## src/rtl/fft4_frame_if.sv

```systemverilog
// Handshake bundle for the 4-point FFT frame controller.
// Sample input port, bin output port and busy status.
interface fft4_frame_if #(
  parameter int DW = 2,
  parameter int OW = DW + 2
);
  logic                 in_valid;
  logic                 in_ready;
  logic signed [DW-1:0] in_data;
  logic                 out_valid;
  logic                 out_ready;
  logic signed [OW-1:0] out_re;
  logic signed [OW-1:0] out_im;
  logic [1:0]           out_idx;
  logic                 out_last;
  logic                 busy;

  modport slave (
    input  in_valid, in_data, out_ready,
    output in_ready, out_valid, out_re, out_im,
    output out_idx, out_last, busy
  );

  modport master (
    output in_valid, in_data, out_ready,
    input  in_ready, out_valid, out_re, out_im,
    input  out_idx, out_last, busy
  );
endinterface

```

## src/rtl/fft4_frame_ctrl.sv

```systemverilog
// Streaming frame controller around a radix-4 4-point FFT butterfly.
// Optional FFT4_BITREV_EN: emit bins in bit-reversed order 0,2,1,3.
module fft4_frame_ctrl #(
  parameter int DW = 2,
  parameter int OW = DW + 2
) (
  input logic         clk,
  input logic         rst_n,
  fft4_frame_if.slave bus
);

  typedef enum logic [1:0] {
    COLLECT = 2'd0,
    COMPUTE = 2'd1,
    EMIT    = 2'd2
  } state_e;

  state_e state_q, state_d;
  logic [1:0] cnt_q, cnt_d;
  logic [1:0] seq_q, seq_d;
  logic [1:0] k;

  logic signed [DW-1:0] samp_q [4];
  logic signed [OW-1:0] re_q [4];
  logic signed [OW-1:0] im_q [4];
  logic signed [OW-1:0] xe [4];
  logic signed [OW-1:0] br [4];
  logic signed [OW-1:0] bi [4];

  logic in_fire;
  logic out_fire;

  assign in_fire  = bus.in_valid && (state_q == COLLECT);
  assign out_fire = bus.out_ready && (state_q == EMIT);

`ifdef FFT4_BITREV_EN
  assign k = {seq_q[0], seq_q[1]};
`else
  assign k = seq_q;
`endif

  // State and counter registers
  always_ff @(posedge clk) begin
    if (!rst_n) begin
      state_q <= COLLECT;
      cnt_q   <= 2'd0;
      seq_q   <= 2'd0;
    end else begin
      state_q <= state_d;
      cnt_q   <= cnt_d;
      seq_q   <= seq_d;
    end
  end

  // Next-state: collect 4, compute once, emit 4
  always_comb begin
    state_d = state_q;
    cnt_d   = cnt_q;
    seq_d   = seq_q;
    case (state_q)
      COLLECT: begin
        if (in_fire) begin
          cnt_d = cnt_q + 2'd1;
          if (cnt_q == 2'd3) state_d = COMPUTE;
        end
      end
      COMPUTE: begin
        seq_d   = 2'd0;
        state_d = EMIT;
      end
      EMIT: begin
        if (out_fire) begin
          seq_d = seq_q + 2'd1;
          if (seq_q == 2'd3) state_d = COLLECT;
        end
      end
      default: state_d = COLLECT;
    endcase
  end

  // Butterfly on sign-extended samples
  always_comb begin
    for (int i = 0; i < 4; i++) begin
      xe[i] = {{(OW-DW){samp_q[i][DW-1]}}, samp_q[i]};
    end
    br[0] = xe[0] + xe[1] + xe[2] + xe[3];
    bi[0] = '0;
    br[1] = xe[0] - xe[2];
    bi[1] = xe[3] - xe[1];
    br[2] = xe[0] + xe[2] - xe[1] - xe[3];
    bi[2] = '0;
    br[3] = xe[0] - xe[2];
    bi[3] = xe[1] - xe[3];
  end

  // Sample capture and bin latching
  always_ff @(posedge clk) begin
    if (!rst_n) begin
      for (int i = 0; i < 4; i++) begin
        samp_q[i] <= '0;
        re_q[i]   <= '0;
        im_q[i]   <= '0;
      end
    end else begin
      if (in_fire) samp_q[cnt_q] <= bus.in_data;
      if (state_q == COMPUTE) begin
        for (int i = 0; i < 4; i++) begin
          re_q[i] <= br[i];
          im_q[i] <= bi[i];
        end
      end
    end
  end

  assign bus.in_ready  = (state_q == COLLECT);
  assign bus.busy      = (state_q != COLLECT);
  assign bus.out_valid = (state_q == EMIT);
  assign bus.out_re    = bus.out_valid ? re_q[k] : '0;
  assign bus.out_im    = bus.out_valid ? im_q[k] : '0;
  assign bus.out_idx   = bus.out_valid ? k : 2'd0;
  assign bus.out_last  = bus.out_valid && (seq_q == 2'd3);

endmodule

```

## src/flat_wrapper.sv

```systemverilog
// flat-port wrapper written by rule: the top's interface ports become plain ports
module fft4_frame_ctrl_flat 
#(
  parameter int DW = 2,
  parameter int OW = DW + 2
)
  (clk, rst_n, bus_in_valid, bus_in_data, bus_out_ready, bus_in_ready, bus_out_valid, bus_out_re, bus_out_im, bus_out_idx, bus_out_last, bus_busy);
  fft4_frame_if #(.DW(DW), .OW(OW)) bus_i ();
  input logic clk;
  input logic rst_n;
  input wire logic [$bits(bus_i.in_valid)-1:0] bus_in_valid;
  input wire logic [$bits(bus_i.in_data)-1:0] bus_in_data;
  input wire logic [$bits(bus_i.out_ready)-1:0] bus_out_ready;
  output wire logic [$bits(bus_i.in_ready)-1:0] bus_in_ready;
  output wire logic [$bits(bus_i.out_valid)-1:0] bus_out_valid;
  output wire logic [$bits(bus_i.out_re)-1:0] bus_out_re;
  output wire logic [$bits(bus_i.out_im)-1:0] bus_out_im;
  output wire logic [$bits(bus_i.out_idx)-1:0] bus_out_idx;
  output wire logic [$bits(bus_i.out_last)-1:0] bus_out_last;
  output wire logic [$bits(bus_i.busy)-1:0] bus_busy;
  assign bus_i.in_valid = bus_in_valid;
  assign bus_i.in_data = bus_in_data;
  assign bus_i.out_ready = bus_out_ready;
  assign bus_in_ready = bus_i.in_ready;
  assign bus_out_valid = bus_i.out_valid;
  assign bus_out_re = bus_i.out_re;
  assign bus_out_im = bus_i.out_im;
  assign bus_out_idx = bus_i.out_idx;
  assign bus_out_last = bus_i.out_last;
  assign bus_busy = bus_i.busy;
  fft4_frame_ctrl #(.DW(DW), .OW(OW)) u_core (.clk(clk), .rst_n(rst_n), .bus(bus_i));
endmodule
```

## config.mk

```make
export PLATFORM = sky130hd
export DESIGN_NAME = fft4_frame_ctrl_flat
export DESIGN_NICKNAME = d
export VERILOG_FILES = /design/src/rtl/fft4_frame_if.sv /design/src/rtl/fft4_frame_ctrl.sv /design/src/flat_wrapper.sv
export SDC_FILE = /design/constraint.sdc
export NUM_CORES = 1
export LEC_CHECK = 0
export CORE_AREA = 2 2 68 70
export DETAILED_ROUTE_END_ITERATION = 12
export DIE_AREA = 0 0 70 72
export GPL_ROUTABILITY_DRIVEN = 0
export HOLD_SLACK_MARGIN = 0.06
export PLACE_DENSITY = 0.7
export SETUP_SLACK_MARGIN = 0.05
export SYNTH_ARGS = -nofsm -noshare
export SYNTH_HDL_FRONTEND = slang
export SYNTH_SLANG_ARGS = --single-unit
```

## constraint.sdc

```tcl
create_clock -name clk -period 5.07 [get_ports clk]
set_input_delay 0.7605 -clock clk [delete_from_list [all_inputs] [get_ports clk]]
set_output_delay 0.7605 -clock clk [all_outputs]
set_load 0.05 [all_outputs]
```

# Yosys cells after proc, flatten, opt, wreduce, memory -nomap -nowiden
# Memories as Yosys holds them, arrays and structs flattened. A register that Yosys moved wholly into a read port is not among the register bits.
# Cells that the tools add are included.
classes:
  n_addsub: 11
  eq_ne: 8
  n_mux: 32
  n_bitwise: 8
  n_reduce_logical: 10
op_table:
  columns: ["cell", "count"]
  rows:
  - ["2-to-1 mux 4 bit", 10]
  - ["2-to-1 mux 2 bit", 12]
  - ["subtractor 2 x 2 -> 3 bit", 3]
  - ["2-to-1 mux 1 bit", 8]
  - ["bitwise OR 1 bit", 8]
  - ["adder 2 x 2 -> 3 bit", 2]
  - ["equality test 2 bit, second input constant", 3]
  - ["case mux 2 bit (3 select lines)", 1]
  - ["adder 2 x 1 -> 2 bit, second input constant", 2]
  - ["adder 3 x 2 -> 4 bit", 1]
  - ["adder 4 x 2 -> 4 bit", 1]
  - ["!= test 2 x 1 -> 1 bit, second input constant", 2]
  - ["!= test 2 bit, second input constant", 2]
  - ["case mux 2 bit (2 select lines)", 1]
  - ["AND reduction 2 bit", 2]
  - ["AND reduction 4 bit", 1]
  - ["nonzero test 2 bit", 2]
  - ["subtractor 3 x 2 -> 4 bit", 1]
  - ["subtractor 4 x 2 -> 4 bit", 1]
  - ["logical AND 1 bit", 3]
  - ["equality test 2 x 1 -> 1 bit, second input constant", 1]
  - ["logical NOT 2 bit", 1]
  - ["OR reduction 2 bit", 1]
totals:
  register_bits: 6
  mem_bits_rw: 40
  input_bits: 6
  out_inout_bits: 14
  wordCells: 75
  memories: 3
mem_list:
  columns: ["name", "words", "width", "read_ports", "rd_clocked_by_memory_dff", "wr", "line_no", "text"]
  rows:
  - ["u_core.im_q", 4, 4, 1, 1, 4, "fft4_frame_ctrl.sv:25", "logic signed [OW-1:0] im_q [4];"]
  - ["u_core.re_q", 4, 4, 1, 1, 4, "fft4_frame_ctrl.sv:24", "logic signed [OW-1:0] re_q [4];"]
  - ["u_core.samp_q", 4, 2, 4, 0, 4, "fft4_frame_ctrl.sv:23", "logic signed [DW-1:0] samp_q [4];"]

# Logic depth before layout (Yosys ltp)
depth:
  depth_word: 7
  depth_mapped: 10
  ltp_nobuf: 10

# Worst setup path before layout
# No wires, ideal clock.
synth_path:
  path_kind: "register to register"
  from: "mem u_core.samp_q[3][1]"
  to: "mem u_core.re_q[0][3] (netlist bit), data pin"
  setup_time_ns: 0.259
  t_arrival_ns: 2.687
  required_time_ns: 4.811
  path_slack_ns: 2.125
  stages_incl_launch_ff: 11
  path_buffers: 0
  period_less_slack_ns: 2.945
  cell_sequence: "edfxtp_1 inv_1 fa_1 inv_1 fa_1 ha_1 inv_1 fa_1 xnor2_1 xnor2_1 nor2_1"
synth_lines:
  columns: ["element", "line_no"]
  rows:
  - ["start, declared", "fft4_frame_ctrl.sv:23"]
  - ["end, declared", "fft4_frame_ctrl.sv:24"]

# Worst setup path in the final report
layout_path:
  from: "reg u_core.state_q[1]"
  to: "out bus_out_re[3]"
layout_via:
  elab_chain_len: 2
layout_rtl:
  columns: ["element", "line_no", "text"]
  rows:
  - ["start, declared", "fft4_frame_ctrl.sv:18", "state_e state_q, state_d;"]
  - ["start signal, assigned", "fft4_frame_ctrl.sv:49", "state_q <= state_d;"]
  - ["equality test 2 bit", "fft4_frame_ctrl.sv:117", "assign bus.out_valid = (state_q == EMIT);"]
  - ["2-to-1 mux 4 bit", "fft4_frame_ctrl.sv:118", "assign bus.out_re = bus.out_valid ? re_q[k] : '0;"]
  - ["end, declared", "flat_wrapper.sv:16", "output wire logic [$bits(bus_i.out_re)-1:0] bus_out_re;"]
# No other way between the ends.

==> results.json <==
{
  "syn-instance-count": 175,
  "cts_tree": "yes",
  "synthesis.nets": 209,
  "internal_power_uw": 473.0,
  "worst_setup_path_start_kind": "flop",
  "max_freq_ghz": 0.2854,
  "power.density_nw_per_um2": 265.8,
  "path_class": "reg -> out",
  "grt_max_degree": 17,
  "synth_top_area_cell": "edfxtp_1",
  "dr.pass1.iters": 4,
  "num_antenna_cells": 0,
  "clk_pin_slew_ns": 0.07,
  "grt_pass1_vias": 1313,
  "critPathTopFamily": "buffers and inverters",
  "cp_max_fo": 15,
  "cap_violations": 0,
  "hold_buffers": 0,
  "clk_latency_ns": 0.28,
  "ys_ff_latch": 32,
  "cts_buffers": 5,
  "slew_violations": 0,
  "status": "finished clean",
  "wl_per_cell_microns": 13.36,
  "crit_arrival_ns": 2.74,
  "ys_seq_area_frac": 0.4195,
  "place_area_sq_um": 2307,
  "initial_utilization": 0.4924,
  "period_needed_ns": 3.503,
  "port_buffers": 19,
  "synth.avg_cell_area_sq_um": 12.00,
  "die_w_microns": 70,
  "skew_ns": 0.004393,
  "ys_types": 34,
  "cp_slowest_cell": "clkdlybuf4s50_1",
  "worstPathCellList": "nor2b_1 -> o21ai_0 -> a21oi_1 -> clkdlybuf4s50_1",
  "antenna_found_initial": 0,
  "yosys-top-cells-area": "edfxtp_1, fa_1, ha_1",
  "ant_nets": 0,
  "combPwrFrac": 0.187,
  "seqPwrFrac": 0.476,
  "path_buf_inv": 1,
  "hold_violations": 0,
  "post-cts-setup-buffers": 0,
  "p_clk_frac": 0.337,
  "coreArea_sq_um": 4264,
  "dieArea_sq_um": 5040,
  "overflow": 0,
  "drive_above_1_share": 0.06667,
  "maxSlewHeadroom": 0.5546,
  "wirelength_microns": 3300,
  "fin_crit_sh": 0.6910,
  "setup_tns_ns": 0,
  "fin_nets": 228,
  "cts_resized": 0,
  "post-dp-hpwl_microns": 2652,
  "ioPinCount": 20,
  "worst_pin_slew_ns": 0.6680,
  "cp.required_ns": 4.31,
  "crit_path_end_kind": "output port",
  "rows": 24,
  "htreeDepth": 2,
  "cts_sinks": 32,
  "grt_usage": 0.1481,
  "vias": 1265,
  "synthToLayoutAreaGrowth_pct": 14.66,
  "drc_errors": 0,
  "irDropWorstVdd_mv": 0.1384,
  "drt_iter0_markers": 51,
  "final_common_cell": "edfxtp_1",
  "netSwitchingFraction": 0.2608,
  "rsz0062_at_grt": "false",
  "grt_pass1_wl_microns": 5740,
  "cts_root_buf": "clkbuf_8",
  "syn_area_sq_um": 2100,
  "max_stage_delay_ns": 0.81,
  "final_cell_mix": "edfxtp_1, inv_1, clkdlybuf4s50_1",
  "setup_viol": 0,
  "yosysTopAreaCellShare": 0.3433,
  "leakage_uw": 0.0009943,
  "fin_area_sq_um": 2407,
  "p_sw_uw": 166.8,
  "drt-vias-per-instance": 5.121,
  "yosysWarningCount": 0,
  "power.total_uw": 639.8,
  "die_h_microns": 72,
  "clk_path_buf_depth": 2,
  "hp-class": "reg -> reg"
}
[tightest hold or removal path: cells and delay by family (launching register included)]
| family | cells | cell delay, ns |
|---|---|---|
| DFF | 1 | 0.39 |
| muxes | 1 | 0.16 |
| and+or+nand+nor | 1 | 0.06 |
[power groups by stage]
stage          registers [uW]  logic, uW  clock network [uW]
2_1_floorplan             307       95.5                   0
3_3_place_gp              309        118                   0
3_5_place_dp              310        122                   0
4_1_cts                   304        123                 218
5_1_grt                   306        141                 230
6_report                  304        120                 216
[cell type report]
class	instances	area, sq um
repair buffers	19	190.2
flip-flops and latches	32	880.8
clock buffers	8	100.1
fillers	353	1857
inverters	19	71.32
multi-input cells	117	1100
well taps	52	65.06
[per-layer routing]
metal  track usage  wire [microns]
met2        0.2529            1653
met5             0               0
met4       0.06838             101
met1        0.1706            1411
met3       0.04861             134
[cells by family (layout without fill, tap and decap cells)]
group | after synthesis | after routing | synth area share
buf+inv | 26 | 46 | 0.05661
xor+xnor | 7 | 7 | 0.02920
fa+ha+maj | 28 | 28 | 0.2205
compound gates | 12 | 12 | 0.03695
mux | 8 | 8 | 0.03814
simple gates | 62 | 62 | 0.1990
flops | 32 | 32 | 0.4195
[registers in the layout, summed over array words and instances (netlist names), named ones only]
| name | flops |
|---|---|
| u_core.cnt_q | 2 |
| u_core.im_q | 5 |
| u_core.k | 2 |
| u_core.re_q | 11 |
| u_core.samp_q | 8 |
| u_core.state_q | 2 |
[Yosys cell counts, drive strengths merged]
cell	count
inv	19
and2	17
nand3	4
a21oi	6
buf	6
ha	13
xnor2	5
and4	2
o21a	2
clkbuf	1
nor2	11
dfxtp	8
a21o	1
fa	15
mux2i	8
nand3b	3
nor4	1
nand2	5
or2b	2
nand2b	5
o211a	2
edfxtp	24
xor2	2
o21ai	1
and3b	1
nor2b	4
nor4b	2
nor3b	1
and3	4
[path summary, 6_finish.rpt]
kind / start / to / slack (ns) / cells past startpoint
max: u_core.state_q[1]$_SDFFE_PN0P_ / bus_out_re[3] / 1.57 / 4
min: u_core.cnt_q[1]$_SDFFE_PN0P_ / u_core.cnt_q[1]$_SDFFE_PN0P_ / 0.65 / 2
max reg2reg: u_core.samp_q[3][1]$_DFFE_PP_ / u_core.re_q[0][3]$_SDFFCE_PN0P_ / 1.97 / 10
min reg2reg: u_core.cnt_q[1]$_SDFFE_PN0P_ / u_core.cnt_q[1]$_SDFFE_PN0P_ / 0.65 / 2
[per-stage QoR]
step | hold WS (ns) | util | setup slack, ns | std cells
after global routing | 0.6853 | 0.5646 | 1.318 | 247
after floorplan | 0.5803 | - | 2.125 | 175
after detailed placement | 0.6422 | 0.5411 | 1.816 | 239
after global placement | 0.6022 | 0.5411 | 1.977 | 239
final | 0.6513 | 0.5646 | 1.567 | 247
after CTS | 0.6530 | 0.5646 | 1.529 | 247
No activity file was read; power rests on OpenSTA's default activity.
